## src/rtl/pla_delay_ctrl.sv

```systemverilog
`default_nettype none
// ============================================================================
// Module      : pla_delay_ctrl
// Description : Run-time controller for the C64 PLA output-delay selects.
//               Chooses between solder-bridge straps and a config byte, and
//               sequences every select change so it is applied only after the
//               delay-line tap monitors have been quiet for STABLE_CYCLES
//               (or after TIMEOUT_CYCLES, as a forced apply).
// Ports       : clk_i/rst_i       - clock, async active-high reset
//               strap_speed_i     - async strap, general speed select
//               strap_cas_i[1:0]  - async strap, CAS tap select
//               mon_i[5:0]        - async tap monitors (quiet = all equal)
//               cfg_valid_i/cfg_data_i[7:0]/cfg_ready_o - config handshake
//               speed_sel_o, cas_sel_o[1:0] - selects to the PLA wrapper
//               busy_o, override_o, timeout_o (sticky) - status
// Revision    : 1.0 - initial release
// ============================================================================
module pla_delay_ctrl #(
    parameter int STABLE_CYCLES  = 4,
    parameter int TIMEOUT_CYCLES = 1024
) (
    input  logic       clk_i,
    input  logic       rst_i,
    input  logic       strap_speed_i,
    input  logic [1:0] strap_cas_i,
    input  logic [5:0] mon_i,
    input  logic       cfg_valid_i,
    input  logic [7:0] cfg_data_i,
    output logic       cfg_ready_o,
    output logic       speed_sel_o,
    output logic [1:0] cas_sel_o,
    output logic       busy_o,
    output logic       override_o,
    output logic       timeout_o
);

    localparam int c_cnt_max = (STABLE_CYCLES > TIMEOUT_CYCLES) ? STABLE_CYCLES : TIMEOUT_CYCLES;
    localparam int c_cnt_w   = $clog2(c_cnt_max + 1);

    localparam logic [c_cnt_w-1:0] c_cnt_sat = c_cnt_w'(c_cnt_max);
    localparam logic [c_cnt_w-1:0] c_stable  = c_cnt_w'(STABLE_CYCLES);
    localparam logic [c_cnt_w-1:0] c_timeout = c_cnt_w'(TIMEOUT_CYCLES);
    localparam logic [c_cnt_w-1:0] c_one     = c_cnt_w'(1);

    typedef enum logic [1:0] {
        IDLE        = 2'd0,
        WAIT_STABLE = 2'd1,
        APPLY       = 2'd2
    } state_t;

    // Two-flop synchronizers; packed as {speed, cas} to match the target layout
    logic [2:0] strap_meta_q, strap_sync_q;
    logic [5:0] mon_meta_q, mon_sync_q;

    state_t             state_q, state_d;
    logic [2:0]         sel_q, sel_d;          // {speed_sel, cas_sel}
    logic [2:0]         target_q, target_d;
    logic [c_cnt_w-1:0] stable_cnt_q, stable_cnt_d;
    logic [c_cnt_w-1:0] timeout_cnt_q, timeout_cnt_d;
    logic               override_q, override_d;
    logic               timeout_q, timeout_d;
    logic               busy_q, busy_d;

    logic               quiet;
    logic               req_vld;
    logic [2:0]         req_tgt;
    logic [c_cnt_w-1:0] stable_nxt;
    logic [c_cnt_w-1:0] timeout_nxt;

    // Low nibble of the config byte carries no function
    logic cfg_low_unused;
    assign cfg_low_unused = ^cfg_data_i[3:0];

    assign quiet = (mon_sync_q == 6'h00) || (mon_sync_q == 6'h3F);

    always_comb begin
        state_d       = state_q;
        sel_d         = sel_q;
        target_d      = target_q;
        stable_cnt_d  = stable_cnt_q;
        timeout_cnt_d = timeout_cnt_q;
        override_d    = override_q;
        timeout_d     = timeout_q;
        req_vld       = 1'b0;
        req_tgt       = strap_sync_q;
        // Saturating increments; the compare below looks at the next count
        // so APPLY starts the cycle after the threshold is reached.
        stable_nxt    = (stable_cnt_q == c_cnt_sat) ? stable_cnt_q : stable_cnt_q + c_one;
        timeout_nxt   = (timeout_cnt_q == c_cnt_sat) ? timeout_cnt_q : timeout_cnt_q + c_one;

        case (state_q)
            IDLE: begin
                // Config handshake takes priority over a strap difference;
                // the strap check reruns on the next IDLE cycle.
                if (cfg_valid_i) begin
                    override_d = cfg_data_i[7];
                    req_vld    = 1'b1;
                    req_tgt    = cfg_data_i[7] ? cfg_data_i[6:4] : strap_sync_q;
                end else if (!override_q && (strap_sync_q != sel_q)) begin
                    req_vld = 1'b1;
                    req_tgt = strap_sync_q;
                end
                if (req_vld && (req_tgt != sel_q)) begin
                    target_d      = req_tgt;
                    stable_cnt_d  = '0;
                    timeout_cnt_d = '0;
                    state_d       = WAIT_STABLE;
                end
            end
            WAIT_STABLE: begin
                stable_cnt_d  = quiet ? stable_nxt : '0;
                timeout_cnt_d = timeout_nxt;
                if (quiet && (stable_nxt == c_stable)) begin
                    state_d = APPLY;
                end else if (timeout_nxt == c_timeout) begin
                    timeout_d = 1'b1;
                    state_d   = APPLY;
                end
            end
            APPLY: begin
                sel_d   = target_q;
                state_d = IDLE;
            end
            default: state_d = IDLE;
        endcase

        busy_d = (state_d != IDLE);
    end

    always_ff @(posedge clk_i or posedge rst_i) begin
        if (rst_i) begin
            strap_meta_q  <= '0;
            strap_sync_q  <= '0;
            mon_meta_q    <= '0;
            mon_sync_q    <= '0;
            state_q       <= IDLE;
            sel_q         <= '0;
            target_q      <= '0;
            stable_cnt_q  <= '0;
            timeout_cnt_q <= '0;
            override_q    <= 1'b0;
            timeout_q     <= 1'b0;
            busy_q        <= 1'b0;
        end else begin
            strap_meta_q  <= {strap_speed_i, strap_cas_i};
            strap_sync_q  <= strap_meta_q;
            mon_meta_q    <= mon_i;
            mon_sync_q    <= mon_meta_q;
            state_q       <= state_d;
            sel_q         <= sel_d;
            target_q      <= target_d;
            stable_cnt_q  <= stable_cnt_d;
            timeout_cnt_q <= timeout_cnt_d;
            override_q    <= override_d;
            timeout_q     <= timeout_d;
            busy_q        <= busy_d;
        end
    end

    assign speed_sel_o = sel_q[2];
    assign cas_sel_o   = sel_q[1:0];
    assign busy_o      = busy_q;
    assign cfg_ready_o = ~busy_q;
    assign override_o  = override_q;
    assign timeout_o   = timeout_q;

endmodule
`default_nettype wire
```

## config.mk

```make
export PLATFORM = sky130hd
export DESIGN_NAME = pla_delay_ctrl
export DESIGN_NICKNAME = d
export VERILOG_FILES = /design/src/rtl/pla_delay_ctrl.sv
export SDC_FILE = /design/constraint.sdc
export NUM_CORES = 1
export LEC_CHECK = 0
export ABC_AREA = 1
export ABC_CLOCK_PERIOD_IN_PS = 3800
export BUFFER_PORTS_ARGS = -buffer_cell sky130_fd_sc_hd__buf_2
export CELL_PAD_IN_SITES_DETAIL_PLACEMENT = 1
export CELL_PAD_IN_SITES_GLOBAL_PLACEMENT = 2
export CORE_ASPECT_RATIO = 0.8
export CORE_UTILIZATION = 30
export CTS_CLUSTER_SIZE = 10
export DETAILED_ROUTE_END_ITERATION = 10
export PLACE_DENSITY = 0.75
export REMOVE_ABC_BUFFERS = 1
export SKIP_CTS_REPAIR_TIMING = 1
export SLEW_MARGIN = 20
export SYNTH_ARGS = -nofsm -noshare
export SYNTH_HDL_FRONTEND = slang
export SYNTH_SLANG_ARGS = --single-unit
```

## constraint.sdc

```tcl
create_clock -name clk_i -period 3.8 [get_ports clk_i]
set_clock_uncertainty 0.05 [all_clocks]
set_input_delay 0.76 -clock clk_i [delete_from_list [all_inputs] [get_ports clk_i]]
set_output_delay 0.76 -clock clk_i [all_outputs]
set_load 0.01 [all_outputs]
```

==> results of run 1 <==
-- cell type report --
cell class	count	area, um2	area share (%)
flip-flops and latches	51	1280	40.2
multi-input cells	270	1300	40.8
clock inverters	1	5.00	0.157
well taps	115	144	4.53
repair buffers	28	155	4.88
clock buffers	6	139	4.37
inverters	43	161	5.08
-- power by group --
| part | internal, uW | total (uW) | switching [uW] |
|---|---|---|---|
| logic | 33.3 | 91.3 | 58.0 |
| registers | 562 | 586 | 24.0 |
| clock network | 258 | 464 | 206 |
| total | 853 | 1140 | 288 |
-- flip-flops by register name, indices dropped and copies added (netlist names) --
register       flops
stable_cnt_q      11
timeout_cnt_q     11
mon_meta_q         6
mon_sync_q         6
sel_q              3
strap_meta_q       3
strap_sync_q       3
target_q           3
state_q            2
busy_o             1
override_o         1
timeout_o          1
-- per-layer routing --
layer	GRT usage, %	wire [um]	vias to the layer above
li1	-	-	1220
met1	22.8	3830	1163
met2	24.4	2940	33
met3	3.31	258	5
met4	4.73	71	0
met5	0	0	-
-- stage by stage --
stage	setup slack [ps]	instances	total power [uW]	util [%]	instance area [um2]
3_3_place_gp	1620	507	683	33.6	3030
2_1_floorplan	1520	364	655	-	2740
5_1_grt	1650	514	1200	35.2	3180
3_5_place_dp	1580	507	688	33.6	3030
6_report	1900	514	1140	35.2	3180
4_1_cts	1870	514	1160	35.2	3180
-- kinds of logic after synthesis --
family | Yosys count
and+or+nand+nor | 232
buffers and inverters | 52
DFF | 51
AOI/OAI and AO/OA | 17
xor gates and xnor gates | 14
adders and majority gates | 4
muxes | 3
-- placed cells by master (no fill, tap or decap) --
master     instances
nand3_2            1
and2_1             1
xor2_1             8
a31oi_1            1
o21ai_1            2
clkbuf_8           1
xnor2_1            6
nand4_1            4
nor3_1             3
nor2_1            43
o21ai_0            5
dfrtp_1           51
ha_1               4
nand3b_1           1
clkinv_1           1
inv_1             41
mux2_2             3
nor2_2             2
buf_4              6
or2_1              1
o21bai_1           3
clkbuf_16          5
buf_2             22
o211ai_2           1
or2_2              2
nand2_1          114
inv_2              1
o21a_1             1
nand3_1           58
a21oi_1            4
and3_1             1
nand2_2            1
clkinv_2           1
-- final timing paths --
| kind | from | endpoint | slack [ps] | depth (start not counted) |
|---|---|---|---|---|
| worst max-delay path | cfg_valid_i | target_q[0] | 1900 | 10 |
| worst min-delay path | mon_meta_q[1] | mon_sync_q[1] | 300 | 0 |
| worst max register to register | timeout_cnt_q[0] | timeout_o | 1900 | 11 |
| worst min register to register | mon_meta_q[1] | mon_sync_q[1] | 300 | 0 |
| max in group asynchronous | rst_i | sel_q[1] | 2390 | 3 |
| min in group asynchronous | rst_i | stable_cnt_q[0] | 570 | 2 |
==> flow_summary_export.csv, run 1 <==
group,metric,value,unit
synthesis,synth_area_leaders,"dfrtp_1 46%, nand2_1 15%, nand3_1 10%, nor2_1 5.8%, inv_1 5.6%",
die,die_h,88.4,um
synthesis,ys_ff_latch,51,
timing,setup_viol,0,
setup_path,worstPathMaxFanout,30,
synthesis,synth_area_leader_cell,"dfrtp_1",
synthesis,synthMuxAreaShare,1.21,%
synthesis,yosysSeqAreaShare,45.6,%
global_route,antenna_found_initial,0,
place,portBuffers,22,
drt,first_iter_violations,102,
layout,n_fill_cell,1112,
place,globalplace.congestion,0.791,
synthesis,synth_top_area_share,45.6,%
clock_network,cts.path.max_buffers,2,
pwr,ir_drop,0.223,mV
drt,ant_nets,0,
setup_path,worst_ep_required_time,3910,ps
timing,finalCritPeriodShare,50.1,%
global_route,grt_usage,16.0,%
layout,diodes,0,
synthesis,postSynthCellCount,373,
timing,tns,0,ps
synthesis,ys_warn_count,0,
synthesis,synth_cell_type_count,31,
drt,num_vias,2421,
synthesis,synth_commonest_cells,"114 x nand2_1, 58 x nand3_1, 51 x dfrtp_1, 43 x nor2_1, 42 x inv_1",
clock_network,clock-sinks,51,
setup_path,cp_common_cell,"nand2_1",
setup_path,worstSetupEndpointType,"register",
synthesis,syn_area,2800,um2
drt,dr.pass1.iters,4,
pwr,p_leak,0.00167,uW
status,status,"completed",
setup_path,max_stage_delay,350,ps
synthesis,synth_xor_area_share,4.38,%
clock_network,cts.clk_slew.worst_paths,70,ps
global_route,overflow,0,
layout,syn_to_final_growth,13.5,%
timing,slew_headroom,46.3,%
synthesis,synth_top_family_by_area,"simple AND/OR/NAND/NOR gates",
synthesis,async_flop_share,100,%
clock_network,tritoncts,"yes",
setup_path,path_delay_family,"buffers and inverters",
clock_network,cts_buffers,5,
min_path,hp-class,"reg -> reg",
layout,finalNetCount,423,
drt,drc,0,
synthesis,synth-compound-area-share,3.71,%
global_route,grt_pass1_vias,2402,
drt,drt-vias-per-instance,4.71,
die,io_pins,27,
clock_network,cts-root-buf,"clkbuf_16",
setup_path,crit_arrival,2010,ps
clock_network,insertion_delay,300,ps
setup_path,startpoint_type,"primary input",
global_route,grt_first_pass_wirelength,11700,um
drt,wl_per_cell,13.8,um
pwr,p_per_area,359,nW/um2
timing,worst_pin_slew,805,ps
die,initial_utilization,31.0,%
drt,routed_wirelength,7090,um
die,die_area,9720,um2
die,fp.coreArea,9040,um2
clock_network,h-tree-depth,2,
run,drv_cap,0,
timing,max_freq,525,MHz
timing,drv_slew,0,
synthesis,synth-edff-count,0,
setup_path,critPathKind,"in -> reg",
layout,drive_gt1_share,11.5,%
setup_path,cp_slowest_cell,"buf_4",
timing,hold_viol_final,0,
place,hpwl,5150,um
timing,hold_slack,299,ps
synthesis,synth.avg_cell_area,7.50,um2
synthesis,synth_simple_gate_area_share,35.3,%
die,die_x,110,um
synthesis,ys.flop_type,"dfrtp_1",
synthesis,yosysMostFrequentCell,"nand2_1",
timing,rsz0062_at_grt,"no",
global_route,grt_max_degree,36,
die,num_rows,31,
timing,min_period,1900,ps
setup_path,crit_path_cell_trace,"buf_2 > nand2_2 > nand2_1 > nand2_1 > inv_1 > or2_1 > nand3_1 > o211ai_2 > buf_4 > o21ai_0",
synthesis,yosys.area_share.adder,1.79,%
setup_path,critPathBufInv,3,
No activity file was read; power rests on OpenSTA's default activity.
==> inputs of run 2 (changes only) <==
--- a/config.mk
+++ b/config.mk
@@ -6,7 +6,7 @@
 export NUM_CORES = 1
 export LEC_CHECK = 0
 export ABC_AREA = 1
-export ABC_CLOCK_PERIOD_IN_PS = 3800
+export ABC_CLOCK_PERIOD_IN_PS = 1810
 export BUFFER_PORTS_ARGS = -buffer_cell sky130_fd_sc_hd__buf_2
 export CELL_PAD_IN_SITES_DETAIL_PLACEMENT = 1
 export CELL_PAD_IN_SITES_GLOBAL_PLACEMENT = 2
==> constraint.sdc (replaced) <==
create_clock -name clk_i -period 1.81 [get_ports clk_i]
set_clock_uncertainty 0.05 [all_clocks]
set_input_delay 0.362 -clock clk_i [delete_from_list [all_inputs] [get_ports clk_i]]
set_output_delay 0.362 -clock clk_i [all_outputs]
set_load 0.01 [all_outputs]
==> run 2 against run 1 <==
The flow now finishes with violations (negative setup slack). Hold slack worse by 260 ps. First-iteration DRC count shrank 11%. Critical path type is now reg -> reg. Sequential share of layout area decreased by 1.9 points. Utilization grew 1.9 points. Largest cell class unchanged. Cell count grew 2.7%. Sequential power rose by 110%. Largest power group unchanged. Power up 110%. Global-route usage up 0.80 points. Via count is 1.4% higher. Critical path depth grew 4. Die area is the same.
==> flow_summary_export.csv, run 2 (synthesized netlist as in run 1, its figures left out) <==
group,metric,value,unit
run,drv_cap,0,
setup_path,worst_ep_required_time,1990,ps
timing,slew_headroom,67.9,%
pwr,p_comb_share,8.6,%
layout,layout_commonest_cell,"nand2_1",
drt,wl_per_cell,13.7,um
clock_network,cts_buffers,5,
clock_network,clock-sinks,51,
die,initial_utilization,31.0,%
place,place_inst,517,
setup_path,crit_arrival,2000,ps
timing,max_freq,548,MHz
die,fp.coreArea,9040,um2
die,num_rows,31,
timing,hold_slack,40.8,ps
status,violations,"negative setup slack",
clock_network,cts.clk_slew.worst_paths,60,ps
setup_path,crit_end,"timeout_o",
timing,setup_ws,-14.6,ps
global_route,antenna_found_initial,0,
layout,drive_gt1_share,18.6,%
global_route,grt_usage,16.8,%
die,die_area,9720,um2
layout,diodes,0,
timing,rsz0062_at_grt,"yes",
status,status,"complete, but fails checks",
setup_path,timing.rr.end,"timeout_o",
drt,routed_wirelength,7240,um
drt,first_iter_violations,91,
clock_network,cts.path.max_buffers,2,
pwr,p_total,2340,uW
layout,syn_to_final_growth,19.8,%
setup_path,worstRegToRegCells,14,
place,globalplace.congestion,0.795,
global_route,grt_max_degree,26,
layout,largestRegisters,"stable_cnt_q x11, timeout_cnt_q x11",
setup_path,worstSetupEndpointType,"register",
timing,min_period,1820,ps
clock_network,insertion_delay,290,ps
pwr,p_per_area,699,nW/um2
global_route,grt_pass1_vias,2501,
pwr,p_int,1770,uW
die,die_x,110,um
drt,drc,0,
setup_path,critPathKind,"reg -> reg",
drt,dr.pass1.iters,4,
die,die_h,88.4,um
setup_path,reg2reg_from,"timeout_cnt_q[0]",
timing,worst_pin_slew,480,ps
setup_path,r2r_slack,-10,ps
pwr,sequentialPowerShare,52.6,%
clock_network,tritoncts,"yes",
timing,tns,-14.6,ps
pwr,ir_drop,0.326,mV
layout,stdcell_area,3350,um2
drt,ant_nets,0,
setup_path,worstPathMaxFanout,4,
timing,finalCritPeriodShare,101,%
clock_network,h-tree-depth,2,
global_route,overflow,0,
drt,drt-vias-per-instance,4.65,
clock_network,cts-root-buf,"clkbuf_16",
layout,final_cells,528,
drt,num_vias,2455,
setup_path,startpoint_type,"register",
place,portBuffers,22,
timing,hold_viol_final,0,
min_path,hp-class,"in -> async",
setup_path,critPathLaunch,"timeout_cnt_q[0]",
pwr,p_clk_share,38.8,%
timing,drv_slew,0,
timing,setup_viol,1,
die,io_pins,27,
pwr,p_sw,575,uW
place,hpwl,5550,um
layout,finalNetCount,436,
layout,final_cell_mix,"114 x nand2_1, 56 x nand3_1, 46 x dfrtp_1",
global_route,grt_first_pass_wirelength,12300,um
pwr,p_leak,0.00173,uW
pwr,swShare,24.5,%
place,place_area,3130,um2
==> run 2: changes by cell type in the layout (fill, tap and decap cells not counted), moves of 3 or more <==
| cell | previous run | this run |
|---|---|---|
| inv_2 | 1 | 4 |
| nor2_2 | 2 | 6 |
| nor2_1 | 43 | 37 |
| buf_4 | 6 | 17 |
| dfrtp_1 | 51 | 46 |
| dfrtp_2 | 0 | 5 |
| inv_1 | 41 | 37 |
==> run 2: power groups by stage <==
stage	logic, uW	clock network (uW)	registers, uW
after floorplan	139	0	1240
after global placement	193	0	1250
after detailed placement	201	0	1250
after CTS	202	954	1230
after global routing	242	997	1240
final	201	910	1230
==> run 2: layout make-up <==
type / count / area (um2)
Clock inverter: 1 / 5.00
Fill cell: 1128 / 5680
Sequential cell: 51 / 1280
Inverter: 43 / 164
Clock buffer: 7 / 133
Multi-Input combinational cell: 270 / 1350
Timing Repair Buffer: 41 / 278
Tap cell: 115 / 144
==> run 2: layer usage <==
layer | vias up | wire length, um | track usage, % | share of wire [%]
li1 | 1248 | - | - | -
met1 | 1163 | 3790 | 24.0 | 52
met2 | 40 | 3120 | 25.9 | 43
met3 | 4 | 266 | 3.17 | 3.7
met4 | 0 | 66 | 4.73 | 0.91
met5 | - | 0 | 0 | 0
==> run 2: stage by stage <==
step           worst slack [ps]  utilization, %
3_5_place_dp               -103            34.7
5_1_grt                    -216            37.1
3_3_place_gp              -38.6            34.7
6_report                  -14.6            37.1
4_1_cts                    -118            36.2
2_1_floorplan              -470               -
==> run 2: worst min-delay path by stage <==
stage / start / cells past startpoint / end
2_1_floorplan: mon_meta_q[0] / 0 / mon_sync_q[0]
3_3_place_gp: mon_meta_q[3] / 0 / mon_sync_q[3]
3_5_place_dp: mon_meta_q[5] / 0 / mon_sync_q[5]
4_1_cts: rst_i / 2 / sel_q[1]
5_1_grt: rst_i / 2 / strap_meta_q[1]
6_report: rst_i / 2 / strap_sync_q[1]
==> run 2: worst max-delay path: stages, from the launching register on <==
cell and delay [ps]:
dfrtp_2 430, inv_2 80, ha_4 150, inv_4 40, nor2_4 90, nand3_2 80, nor2_1 110, nand2_1 70
nand2_1 100, nand3_1 70, nor2_1 110, nand3_1 110, nor2_1 120, nand2_1 80, nand2_1 70
==> inputs of run 3 (changes only) <==
--- a/config.mk
+++ b/config.mk
@@ -16,6 +16,7 @@
 export DETAILED_ROUTE_END_ITERATION = 10
 export PLACE_DENSITY = 0.75
 export REMOVE_ABC_BUFFERS = 1
+export SETUP_SLACK_MARGIN = 0.2
 export SKIP_CTS_REPAIR_TIMING = 1
 export SLEW_MARGIN = 20
 export SYNTH_ARGS = -nofsm -noshare
==> run 3 against run 2 <==
The run still ends with negative setup slack left. Hold slack worse by 1.5 ps. Sequential power about the same. First-iteration DRC count down 9.9%. Non-clock buffer count up 8. Register-to-register slack worse by 80 ps. Critical path depth unchanged. Via count up 1.5%. Highest routed layer unchanged. Wire length up 9.2%. Setup slack worse by 77 ps. Power up 1.6%. Count of clock-buffer cells in the layout unchanged.
==> flow_summary_export.csv, run 3 (synthesized netlist as in run 1, its figures left out) <==
group,metric,value,unit
clock_network,clock-sinks,51,
pwr,p_total,2380,uW
setup_path,cp_common_cell,"nand2_1",
clock_network,cts-root-buf,"clkbuf_16",
global_route,grt_usage,16.8,%
drt,ant_nets,0,
layout,largestRegisters,"stable_cnt_q x11, timeout_cnt_q x11",
clock_network,cts.path.max_buffers,2,
layout,final_cell_mix,"109 x nand2_1, 46 x nand3_1, 45 x dfrtp_1",
layout,syn_to_final_growth,29.7,%
place,preCtsSetupSlack,-103,ps
timing,worst_pin_slew,484,ps
setup_path,worstRegToRegCells,14,
setup_path,cp_slowest_cell,"dfrtp_2",
setup_path,worst_ep_required_time,1990,ps
timing,setup_ws,-91.1,ps
place,globalplace.congestion,0.795,
drt,drc,0,
setup_path,crit_path_cell_trace,"inv_2 > ha_4 > inv_4 > nor2_4 > nand3_2 > nor2_1 > nand2_1 > nand2_1 > nand3_1 > nor2_1 > nand3_1 > nor2_1 > nand2_1 > nand2_1",
place,hpwl,5550,um
setup_path,startpoint_type,"register",
setup_path,critPathBufInv,2,
global_route,overflow,0,
place,portBuffers,22,
clock_network,insertion_delay,290,ps
global_route,grt_first_pass_wirelength,12300,um
setup_path,crit_arrival,2080,ps
drt,routed_wirelength,7910,um
global_route,antenna_found_initial,0,
layout,drive_gt1_share,25.9,%
setup_path,path_delay_family,"simple AND/OR/NAND/NOR gates",
clock_network,tritoncts,"yes",
timing,hold_slack,39.3,ps
setup_path,cp.depth,14,
drt,num_vias,2492,
drt,wl_per_cell,14.8,um
setup_path,max_stage_delay,430,ps
clock_network,cts.clk_slew.worst_paths,70,ps
timing,min_period,1900,ps
pwr,p_leak,0.00183,uW
clock_network,cts_buffers,5,
drt,dr.pass1.iters,4,
timing,slew_headroom,67.7,%
status,status,"complete, but fails checks",
die,fp.coreArea,9040,um2
timing,rsz0062_at_grt,"yes",
die,die_x,110,um
timing,drv_slew,0,
drt,drt-vias-per-instance,4.65,
drt,first_iter_violations,82,
run,drv_cap,0,
global_route,grt_pass1_vias,2501,
min_path,hp-class,"in -> async",
pwr,p_per_area,656,nW/um2
die,num_rows,31,
timing,setup_viol,2,
pwr,ir_drop,0.324,mV
die,die_h,88.4,um
clock_network,h-tree-depth,2,
layout,finalNetCount,444,
layout,finalCoreUtilization,40.2,%
timing,max_freq,526,MHz
setup_path,critPathKind,"reg -> reg",
setup_path,worstPathMaxFanout,4,
timing,hold_viol_final,0,
die,io_pins,27,
status,violations,"negative setup slack",
timing,finalCritPeriodShare,105,%
die,initial_utilization,31.0,%
layout,n_fill_cell,1106,
setup_path,worstSetupEndpointType,"register",
die,die_area,9720,um2
layout,diodes,0,
global_route,grt_max_degree,26,
layout,layout_commonest_cell,"nand2_1",
## run 3: cell types whose count changed in the layout (fill, tap and decap cells not counted), moves of 3 or more
| cell | delta |
|---|---|
| o21ai_0 | -3 |
| o21ai_2 | +3 |
| nand3_2 | +8 |
| nand3_1 | -10 |
| nand2_4 | +3 |
| nand2_1 | -5 |
## run 3: layer usage
layer	routed length (um)	up-vias	GRT usage [%]	share of wire [%]
li1	-	1269	-	-
met1	4200	1183	24.0	53
met2	3400	36	25.9	43
met3	245	4	3.17	3.1
met4	67	0	4.73	0.85
met5	0	-	0	0
## run 3: worst register-to-register path, stage by stage (launching register included)
cell	delay (ps)
dfrtp_2	430
inv_2	80
ha_4	150
inv_4	40
nor2_4	90
nand3_2	80
nor2_1	110
nand2_1	90
nand2_1	110
nand3_1	80
nor2_1	120
nand3_1	130
nor2_1	140
nand2_1	80
nand2_1	70
## run 3: report_power, final
group          total [uW]  internal (uW)  switching [uW]  leakage (uW)
combinational         226           86.5             139       0.00112
clock                 917            512             405     0.0000679
sequential           1240           1180            56.1      0.000642
## run 3: worst paths after layout
kind / start / slack, ps / to
setup / recovery: timeout_cnt_q[0] / -90 / timeout_o
hold / removal: rst_i / 40 / strap_sync_q[1]
setup reg to reg: timeout_cnt_q[0] / -90 / timeout_o
hold reg to reg: mon_meta_q[5] / 300 / mon_sync_q[5]
max in group asynchronous: rst_i / 1150 / stable_cnt_q[0]
min in group clk_i: mon_i[0] / 130 / mon_meta_q[0]
## run 3: cell type report
type | instances | area, um2 | area share, %
inverter | 43 | 164 | 4.52
clock inverter | 1 | 5.00 | 0.138
sequential | 51 | 1280 | 35.4
clock buffer | 7 | 133 | 3.65
multi-input combinational | 270 | 1490 | 41.1
tap | 115 | 144 | 3.96
timing repair buffer | 49 | 409 | 11.3
## run 3: metrics by stage
stage / instance area [um2] / setup TNS, ps / cells
after floorplan: 2740 / -5140 / 364
after global placement: 3130 / -60.7 / 517
after detailed placement: 3130 / -207 / 517
after CTS: 3270 / -256 / 525
after global routing: 3630 / -632 / 536
final: 3630 / -111 / 536
